<file path="config.mk">
export PLATFORM = sky130hd
export DESIGN_NAME = ipv4_header_extractor_flat
export DESIGN_NICKNAME = d
export VERILOG_FILES = /design/src/rtl/ipv4_header_extractor_if.sv /design/src/rtl/ipv4_header_extractor.sv /design/src/flat_wrapper.sv
export SDC_FILE = /design/constraint.sdc
export NUM_CORES = 1
export LEC_CHECK = 0
export CORE_ASPECT_RATIO = 0.6
export CORE_MARGIN = 2
export CORE_UTILIZATION = 52
export DETAILED_ROUTE_END_ITERATION = 12
export GPL_ROUTABILITY_DRIVEN = 0
export HOLD_SLACK_MARGIN = 0.15
export PLACE_DENSITY = 0.94
export SLEW_MARGIN = 10
export SYNTH_ARGS = -nofsm -noshare
export SYNTH_HDL_FRONTEND = slang
export SYNTH_SLANG_ARGS = --single-unit
</file>
<file path="constraint.sdc">
create_clock -name clk -period 3.3 [get_ports clk]
set_clock_uncertainty 0.15 [all_clocks]
set_input_delay 0.66 -clock clk [delete_from_list [all_inputs] [get_ports clk]]
set_output_delay 0.66 -clock clk [all_outputs]
set_load 0.1 [all_outputs]
</file>
<file path="src/rtl/ipv4_header_extractor_if.sv">
`default_nettype none
// ============================================================================
// Module   : ipv4_header_extractor_if
// Purpose  : Frame stream in, Bloom-filter key out, for ipv4_header_extractor.
// Revision : 1.0  initial release
// ============================================================================
interface ipv4_header_extractor_if #(
  parameter int unsigned TAG_WIDTH = 16
);
  logic [31:0]          s_tdata;
  logic                 s_tvalid;
  logic                 s_tlast;
  logic                 s_tready;
  logic                 busy;
  logic                 enable;
  logic [31:0]          src_ip;
  logic [31:0]          dest_ip;
  logic [TAG_WIDTH-1:0] tag;

  modport slave (
    input  s_tdata, s_tvalid, s_tlast, busy,
    output s_tready, enable, src_ip, dest_ip, tag
  );

  modport master (
    output s_tdata, s_tvalid, s_tlast, busy,
    input  s_tready, enable, src_ip, dest_ip, tag
  );
endinterface
`default_nettype wire

</file>
<file path="src/rtl/ipv4_header_extractor.sv">
`default_nettype none
// ============================================================================
// Module   : ipv4_header_extractor
// Purpose  : Parses Ethernet/IPv4 word stream, emits {src, dst, tag} to filter.
//            Optional forwarded/dropped frame counters: IPV4_EXTRACT_STATS_EN.
// Revision : 1.0  initial release
// ============================================================================
module ipv4_header_extractor #(
  parameter int unsigned TAG_WIDTH      = 16,
  parameter logic [15:0] ETHERTYPE_IPV4 = 16'h0800
) (
  input  logic                     clk,
  input  logic                     rst_n,
  ipv4_header_extractor_if.slave   bus
`ifdef IPV4_EXTRACT_STATS_EN
  ,
  output logic [15:0]              frames_fwd,
  output logic [15:0]              frames_drop
`endif
);

  localparam logic [1:0] c_st_parse = 2'd0;
  localparam logic [1:0] c_st_emit  = 2'd1;
  localparam logic [1:0] c_st_drain = 2'd2;

  logic [1:0]           state_q,   state_d;
  logic [3:0]           wcnt_q,    wcnt_d;
  logic                 last_q,    last_d;
  logic                 rdy_q,     rdy_d;
  logic [TAG_WIDTH-1:0] tag_cnt_q, tag_cnt_d;
  logic [TAG_WIDTH-1:0] tag_q,     tag_d;
  logic [31:0]          src_q,     src_d;
  logic [31:0]          dst_q,     dst_d;

  logic                 w_ready;
  logic                 w_beat;
  logic                 w_emit;
  logic                 w_drop;
  logic                 w_bad_hdr;

`ifdef IPV4_EXTRACT_STATS_EN
  logic [15:0]          fwd_q,  fwd_d;
  logic [15:0]          drop_q, drop_d;
`endif

  // State register
  always_ff @(posedge clk or negedge rst_n) begin
    if (!rst_n) begin
      state_q   <= c_st_parse;
      wcnt_q    <= 4'd0;
      last_q    <= 1'b0;
      rdy_q     <= 1'b0;
      tag_cnt_q <= '0;
      tag_q     <= '0;
      src_q     <= 32'd0;
      dst_q     <= 32'd0;
`ifdef IPV4_EXTRACT_STATS_EN
      fwd_q     <= 16'd0;
      drop_q    <= 16'd0;
`endif
    end else begin
      state_q   <= state_d;
      wcnt_q    <= wcnt_d;
      last_q    <= last_d;
      rdy_q     <= rdy_d;
      tag_cnt_q <= tag_cnt_d;
      tag_q     <= tag_d;
      src_q     <= src_d;
      dst_q     <= dst_d;
`ifdef IPV4_EXTRACT_STATS_EN
      fwd_q     <= fwd_d;
      drop_q    <= drop_d;
`endif
    end
  end

  // Next-state and capture logic
  always_comb begin
    state_d   = state_q;
    wcnt_d    = wcnt_q;
    last_d    = last_q;
    rdy_d     = 1'b1;
    tag_cnt_d = tag_cnt_q;
    tag_d     = tag_q;
    src_d     = src_q;
    dst_d     = dst_q;
    w_drop    = 1'b0;
    w_bad_hdr = (bus.s_tdata[31:16] != ETHERTYPE_IPV4) || (bus.s_tdata[15:12] != 4'd4);

    if (w_beat) begin
      if (bus.s_tlast)
        wcnt_d = 4'd0;
      else if (wcnt_q != 4'd15)
        wcnt_d = wcnt_q + 4'd1;
    end

    case (state_q)
      c_st_parse: begin
        if (w_beat) begin
          case (wcnt_q)
            4'd6: src_d[31:16] = bus.s_tdata[15:0];
            4'd7: begin
              src_d[15:0]  = bus.s_tdata[31:16];
              dst_d[31:16] = bus.s_tdata[15:0];
            end
            4'd8: dst_d[15:0] = bus.s_tdata[31:16];
            default: ;
          endcase

          // A bad header that is also the last beat counts as one drop only
          if (wcnt_q == 4'd3 && w_bad_hdr) begin
            w_drop = 1'b1;
            if (!bus.s_tlast)
              state_d = c_st_drain;
          end else if (bus.s_tlast && wcnt_q < 4'd8) begin
            w_drop = 1'b1;
          end else if (wcnt_q == 4'd8) begin
            state_d = c_st_emit;
            last_d  = bus.s_tlast;
          end
        end
      end
      c_st_emit: begin
        if (w_emit) begin
          tag_d     = tag_cnt_q;
          tag_cnt_d = tag_cnt_q + 1'b1;
          state_d   = last_q ? c_st_parse : c_st_drain;
        end
      end
      c_st_drain: begin
        if (w_beat && bus.s_tlast)
          state_d = c_st_parse;
      end
      default: state_d = c_st_parse;
    endcase

`ifdef IPV4_EXTRACT_STATS_EN
    fwd_d  = (w_emit && fwd_q != 16'hFFFF)  ? fwd_q + 16'd1  : fwd_q;
    drop_d = (w_drop && drop_q != 16'hFFFF) ? drop_q + 16'd1 : drop_q;
`endif
  end

  // Outputs; the tag bypasses its holding register during the pulse itself
  always_comb begin
    w_ready      = rdy_q && (state_q != c_st_emit);
    w_emit       = (state_q == c_st_emit) && !bus.busy;
    w_beat       = bus.s_tvalid && w_ready;
    bus.s_tready = w_ready;
    bus.enable   = w_emit;
    bus.src_ip   = src_q;
    bus.dest_ip  = dst_q;
    bus.tag      = w_emit ? tag_cnt_q : tag_q;
`ifdef IPV4_EXTRACT_STATS_EN
    frames_fwd   = fwd_q;
    frames_drop  = drop_q;
`endif
  end

endmodule
`default_nettype wire

</file>
<file path="src/flat_wrapper.sv">
// flat-port wrapper written by rule: the top's interface ports become plain ports
module ipv4_header_extractor_flat 
#(
  parameter int unsigned TAG_WIDTH      = 16,
  parameter logic [15:0] ETHERTYPE_IPV4 = 16'h0800
)
  (clk, rst_n, bus_s_tdata, bus_s_tvalid, bus_s_tlast, bus_busy, bus_s_tready, bus_enable, bus_src_ip, bus_dest_ip, bus_tag);
  ipv4_header_extractor_if #(.TAG_WIDTH(TAG_WIDTH)) bus_i ();
  input  logic clk;
  input  logic rst_n;
  input wire logic [$bits(bus_i.s_tdata)-1:0] bus_s_tdata;
  input wire logic [$bits(bus_i.s_tvalid)-1:0] bus_s_tvalid;
  input wire logic [$bits(bus_i.s_tlast)-1:0] bus_s_tlast;
  input wire logic [$bits(bus_i.busy)-1:0] bus_busy;
  output wire logic [$bits(bus_i.s_tready)-1:0] bus_s_tready;
  output wire logic [$bits(bus_i.enable)-1:0] bus_enable;
  output wire logic [$bits(bus_i.src_ip)-1:0] bus_src_ip;
  output wire logic [$bits(bus_i.dest_ip)-1:0] bus_dest_ip;
  output wire logic [$bits(bus_i.tag)-1:0] bus_tag;
  assign bus_i.s_tdata = bus_s_tdata;
  assign bus_i.s_tvalid = bus_s_tvalid;
  assign bus_i.s_tlast = bus_s_tlast;
  assign bus_i.busy = bus_busy;
  assign bus_s_tready = bus_i.s_tready;
  assign bus_enable = bus_i.enable;
  assign bus_src_ip = bus_i.src_ip;
  assign bus_dest_ip = bus_i.dest_ip;
  assign bus_tag = bus_i.tag;
  ipv4_header_extractor #(.TAG_WIDTH(TAG_WIDTH), .ETHERTYPE_IPV4(ETHERTYPE_IPV4)) u_core (.clk(clk), .rst_n(rst_n), .bus(bus_i));
endmodule
</file>
==> results of run 1 <==
## stage by stage
stage,std cells,util
floorplan,310,-
global placement,534,0.688
detailed placement,534,0.688
CTS,549,0.724
global route,549,0.724
finish,549,0.724
## worst max-delay path, cell delays in order
cell	delay [ps]
clkdlybuf4s50_1	500
nor3b_4	250
buf_12	270
mux2_2	400
buf_12	170
## sequential cells by signal (all words and copies together) (netlist names)
register,cells
u_core.rdy_q,1
u_core.bus.dest_ip,32
u_core.bus.src_ip,32
u_core.wcnt_q,4
u_core.last_q,1
u_core.tag_cnt_q,16
u_core.tag_q,16
u_core.state_q,2
## how the worst max path moves through the flow
| stage | slack [ps] | endpoint | startpoint |
|---|---|---|---|
| 6_report | 230 | bus_tag[6] | bus_busy |
| 5_1_grt | 160 | bus_tag[6] | bus_busy |
| 4_1_cts | 240 | bus_tag[6] | bus_busy |
| 3_5_place_dp | 250 | bus_tag[10] | bus_busy |
| 3_3_place_gp | 280 | bus_tag[13] | bus_busy |
| 2_1_floorplan | 440 | bus_s_tready | u_core.state_q[0]$_DFFE_PN0P_ |
## cell usage after synthesis (2+ instances only)
cell,count,area (um^2)
a21oi_1,2,10.0
xnor2_1,6,52.6
nor2b_1,2,12.5
inv_1,5,18.8
buf_1,2,7.51
nor3_2,2,20.0
mux2_2,86,968
buf_2,2,10.0
o21ai_0,4,20.0
nor4_4,3,63.8
nand4_1,4,25.0
o22ai_1,2,12.5
buf_6,2,22.5
nor4_1,3,18.8
nand2_1,11,41.3
xor2_1,9,78.8
dfrtp_1,104,2600
ha_1,4,50.1
nor3_1,5,25.0
and3_1,3,18.8
mux2_4,9,135
nor4b_1,2,17.5
nor2_1,4,15.0
buf_4,6,45.0
nand3_1,6,30.0
## metal layers
metal,up-vias,GRT usage
li1,1352,-
met1,1525,0.291
met2,89,0.353
met3,12,0.0808
met4,0,0.0674
met5,-,0
## logic make-up after synthesis
logic type,share of synthesized area
DFF,0.573
muxes,0.248
and+or+nand+nor,0.0939
buffers and inverters,0.0262
xor gates and xnor gates,0.0289
AOI/OAI and AO/OA,0.0185
adders and majority gates,0.0110
other,0.000826
## cell type report
class                   instances  area share
clock buffers                  13      0.0439
clock inverters                 2     0.00610
inverters                       5     0.00305
multi-input cells             188       0.298
flip-flops and latches        104       0.423
well taps                     112      0.0228
repair buffers                125       0.203
## power by group through the flow
stage	Sequential (mW)	Clock (mW)	Combinational (mW)
finish	1.42	1.09	0.885
global route	1.43	1.17	0.914
CTS	1.42	1.11	0.890
detailed placement	1.44	0	0.889
global placement	1.43	0	0.877
floorplan	1.95	0	0.132
==> qor.yml, run 1 <==
clock_network:
  cts_setup_buffers: 0
  cts_hold_buf: 0
  cts.sinks: 104
  cts.path.max_buffers: 2
  numCtsBuffers: 9
  cts_tree: "done"
  clock_latency_ps: 340
  clkTransAtPathRegs_ps: 60
  htree_levels: 3
  cts-root-buf: "clkbuf_16"
  postCtsResizedCells: 0
worst_setup_path:
  crit_type: "primary input to primary output"
  timing.rr.end: "u_core.bus.dest_ip[19]$_DFFE_PN0P_"
  crit_required_ps: 2490
  end_kind: "primary output"
  cp-start-kind: "primary input"
  critPathArrivalTime_ps: 2260
  r2r_cells: 5
  rrSetupSlack_ps: 1180
  cp_max_fo: 39
  r2r_start: "u_core.wcnt_q[3]$_DFFE_PN0P_"
sta:
  layout_min_cycle_time_ps: 3070
  setup_viol: 0
  slew_violations: 0
  fin_setup_tns_ps: 0
  slew_headroom: 0.596
  fin_crit_sh: 0.929
  holdWs_ps: 170
  tightest_slew_ps: 607
  fin_ws_ps: 233
  hold_violations: 0
  fmax_mhz: 326
  rsz0062_at_grt: "false"
global_routing:
  overflow: 0
  grt_pass1_wl_mm: 16.7
  grt_max_degree: 49
  grt_use_total: 0.223
  antenna_found_initial: 0
  grt_pass1_vias: 3244
final_layout:
  fillers: 554
  layout.nets: 474
  area_delta_synth_final_pct: 35.4
  seqCellArea_um2: 2600
  most-common-layout-cells: "104 x dfrtp_1, 86 x mux2_2, 72 x buf_4, 35 x clkdlybuf4s50_1, 18 x buf_12"
  final_common_cell: "dfrtp_1"
  drive_gt1_frac: 0.485
  multiInputGateArea_um2: 1830
  final_area_um2: 6150
  diodes: 0
route:
  wirelength_mm: 10.2
  dr_wl_met3_um: 674
  vias_per_cell: 5.42
  final_antenna_net_count: 0
  vias: 2978
  drt-pass1-iter-count: 4
  wl_met2_mm: 4.84
  drc: 0
  drt-initial-drc-count: 122
  top_layer: "met4"
  wl_per_cell_um: 18.5
  drt-met1-wl_mm: 4.54
logic_synthesis:
  yosys_warnings: 0
  synth_cells: 310
  synth_ff_type: "dfrtp_1"
  synth.distinct_cells: 47
  synth-seq-cells: 104
  async_reset_ff_frac: 1.00
  synth_seq_area_share: 0.573
  syn_avg_cell_area_um2: 14.7
  synth_edf_count: 0
  synthesis.area_um2: 4540
  synth_fp_nets: 351
power_and_ir_drop:
  switching_share: 0.346
  power.static_leakage_nw: 3.06
  peakVddDrop_uv: 428
  p_per_area_nw_per_um2: 551
  seqPwrFrac: 0.418
  total_power_mw: 3.39
  pwr-share-clk: 0.321
  intPower_mw: 2.22
  p_comb_frac: 0.261
  power_switching_mw: 1.17
min_path:
  holdCritPathClass: "primary input to async pin"
die:
  die_area_um2: 9520
  die_x_um: 125
  io_pins: 119
  core-area_um2: 8490
  fp.dieH_um: 76.4
  initial_utilization: 0.535
  core.rowCount: 26
placed_design:
  place_area_um2: 5840
  pre_cts_ws_ps: 246
  io_buffers: 118
  hpwl_mm: 7.25
run:
  max-cap-violations: 0
outcome:
  status: "completed"
Note: power is estimated with default switching activity, not from simulation.
==> run 2: changes to the inputs <==
Settings changed: RECOVER_POWER set to 25.
==> qor.yml, run 2 (same netlist as run 1, synthesis figures left out) <==
outcome:
  status: "completed"
route:
  final_antenna_net_count: 0  # unchanged
  drt-initial-drc-count: 123  # +0.82%
  drt-pass1-iter-count: 4  # unchanged
  vias: 2954  # -0.81%
  vias_per_cell: 5.38  # -0.81%
  drc: 0  # unchanged
  wl_per_cell_um: 18.5  # -0.39%
  wirelength_mm: 10.1  # -0.39%
global_routing:
  antenna_found_initial: 0  # unchanged
  grt_pass1_vias: 3244  # unchanged
  overflow: 0  # unchanged
  grt_use_total: 0.223  # unchanged
  grt_pass1_wl_mm: 16.7  # unchanged
  grt_max_degree: 49  # unchanged
power_and_ir_drop:
  seqPwrFrac: 0.419  # about the same
  power_switching_mw: 1.17  # -0.36%
  power.static_leakage_nw: 3.06  # about the same
  intPower_mw: 2.22  # about the same
  p_per_area_nw_per_um2: 551  # about the same
  switching_share: 0.345  # -0.000745
  peakVddDrop_uv: 428  # about the same
  p_comb_frac: 0.261  # about the same
  pwr-share-clk: 0.320  # about the same
clock_network:
  cts.sinks: 104  # unchanged
  cts_setup_buffers: 0  # unchanged
  postCtsResizedCells: 0  # unchanged
  cts-root-buf: "clkbuf_16"
  cts_hold_buf: 0  # unchanged
  htree_levels: 3  # unchanged
  cts.path.max_buffers: 2  # unchanged
  clkTransAtPathRegs_ps: 70  # about the same
  numCtsBuffers: 9  # unchanged
  cts_tree: "done"
  clock_latency_ps: 330  # about the same
placed_design:
  post-place-cells: 534  # unchanged
  io_buffers: 118  # unchanged
  hpwl_mm: 7.25  # unchanged
  pre_cts_ws_ps: 246  # unchanged
final_layout:
  post-route-util: 0.724  # about the same
  area_delta_synth_final_pct: 35.3  # about the same
  final_common_cell: "dfrtp_1"
  diodes: 0  # unchanged
  layout.nets: 474  # unchanged
  drive_gt1_frac: 0.485  # unchanged
  multiInputGateArea_um2: 1830  # unchanged
  most-common-layout-cells: "104 x dfrtp_1, 86 x mux2_2, 70 x buf_4, 35 x clkdlybuf4s50_1, 18 x buf_12"
  seqCellArea_um2: 2600  # unchanged
  finalNonFillerCells: 549  # unchanged
  fillers: 554  # unchanged
sta:
  tightest_slew_ps: 1200  # +598 ps
  slew_violations: 0  # unchanged
  fin_ws_ps: 235  # +2.52 ps
  layout_min_cycle_time_ps: 3060  # -2.52 ps
  fin_setup_tns_ps: 0  # unchanged
  hold_violations: 0  # unchanged
  setup_viol: 0  # unchanged
  fin_crit_sh: 0.929  # about the same
  fmax_mhz: 326  # about the same
  slew_headroom: 0.197  # -0.399
  rsz0062_at_grt: "false"
min_path:
  holdCritStartpoint: "u_core.tag_cnt_q[15]$_DFFE_PN0P_"
  min_to: "u_core.tag_cnt_q[15]$_DFFE_PN0P_"
  min_path_cells: 1
  holdCritPathClass: "register to register"
worst_setup_path:
  r2r_cells: 5  # unchanged
  rrSetupSlack_ps: 1190  # about the same
  critPathBufInv: 3  # unchanged
  timing.rr.end: "u_core.bus.dest_ip[19]$_DFFE_PN0P_"
  cp_max_fo: 39  # unchanged
  path_cells: "clkdlybuf4s50_1, nor3b_4, buf_12, mux2_2, buf_12"
  crit_slowest_cell: "clkdlybuf4s50_1"
  crit_required_ps: 2490  # about the same
  crit_path_frequent_cell: "buf_12"
  crit_type: "primary input to primary output"
  path_depth: 5  # unchanged
  crit_family: "buffers and inverters"
  r2r_start: "u_core.wcnt_q[3]$_DFFE_PN0P_"
  end_kind: "primary output"
  slowest_delay_ps: 500  # about the same
  critPathArrivalTime_ps: 2250  # about the same
  cp-start-kind: "primary input"
run:
  max-cap-violations: 0  # unchanged
die:
  fp.dieH_um: 76.4  # unchanged
  core-area_um2: 8490  # unchanged
  die_area_um2: 9520  # unchanged
  die_x_um: 125  # unchanged
  core.rowCount: 26  # unchanged
  initial_utilization: 0.535  # unchanged
  io_pins: 119  # unchanged
[run 2: power groups by stage]
| stage | clock network, mW | registers (mW) | logic [mW] |
|---|---|---|---|
| global placement | 0 | 1.43 | 0.877 |
| finish | 1.08 | 1.42 | 0.884 |
| detailed placement | 0 | 1.44 | 0.889 |
| global route | 1.17 | 1.43 | 0.913 |
| CTS | 1.11 | 1.42 | 0.890 |
| floorplan | 0 | 1.95 | 0.132 |
[run 2: area by class of cell]
type / count / area share
Clock buffer: 13 / 0.0440
Tap cell: 112 / 0.0228
Sequential cell: 104 / 0.423
Inverter: 5 / 0.00305
Timing Repair Buffer: 125 / 0.203
Multi-Input combinational cell: 188 / 0.298
Clock inverter: 2 / 0.00611
[run 2: worst reg2reg max path: stages, from the launching register on]
cell	delay [ps]
dfrtp_1	430
and2b_1	260
nand2_1	120
nor4_4	150
buf_4	460
mux2_2	420
[run 2: how the worst max path moves through the flow]
stage,start,endpoint,slack (ps)
floorplan,u_core.state_q[0]$_DFFE_PN0P_,bus_s_tready,440
global placement,bus_busy,bus_tag[13],280
detailed placement,bus_busy,bus_tag[10],250
CTS,bus_busy,bus_tag[6],240
global route,bus_busy,bus_tag[6],160
finish,bus_busy,bus_tag[6],240
[run 2: metal layers]
metal	vias to the layer above	track usage	share of wire
li1	1352	-	-
met1	1509	0.291	0.45
met2	87	0.353	0.48
met3	6	0.0808	0.069
met4	0	0.0674	0.0062
met5	-	0	0
[run 2: metrics by stage]
| step | cell area [um^2] | hold WS [ps] | power (mW) |
|---|---|---|---|
| 3_3_place_gp | 5840 | 320 | 2.31 |
| 6_report | 6150 | 349 | 3.39 |
| 5_1_grt | 6150 | 362 | 3.51 |
| 4_1_cts | 6150 | 194 | 3.42 |
| 3_5_place_dp | 5840 | 338 | 2.33 |
| 2_1_floorplan | 4550 | 214 | 2.08 |
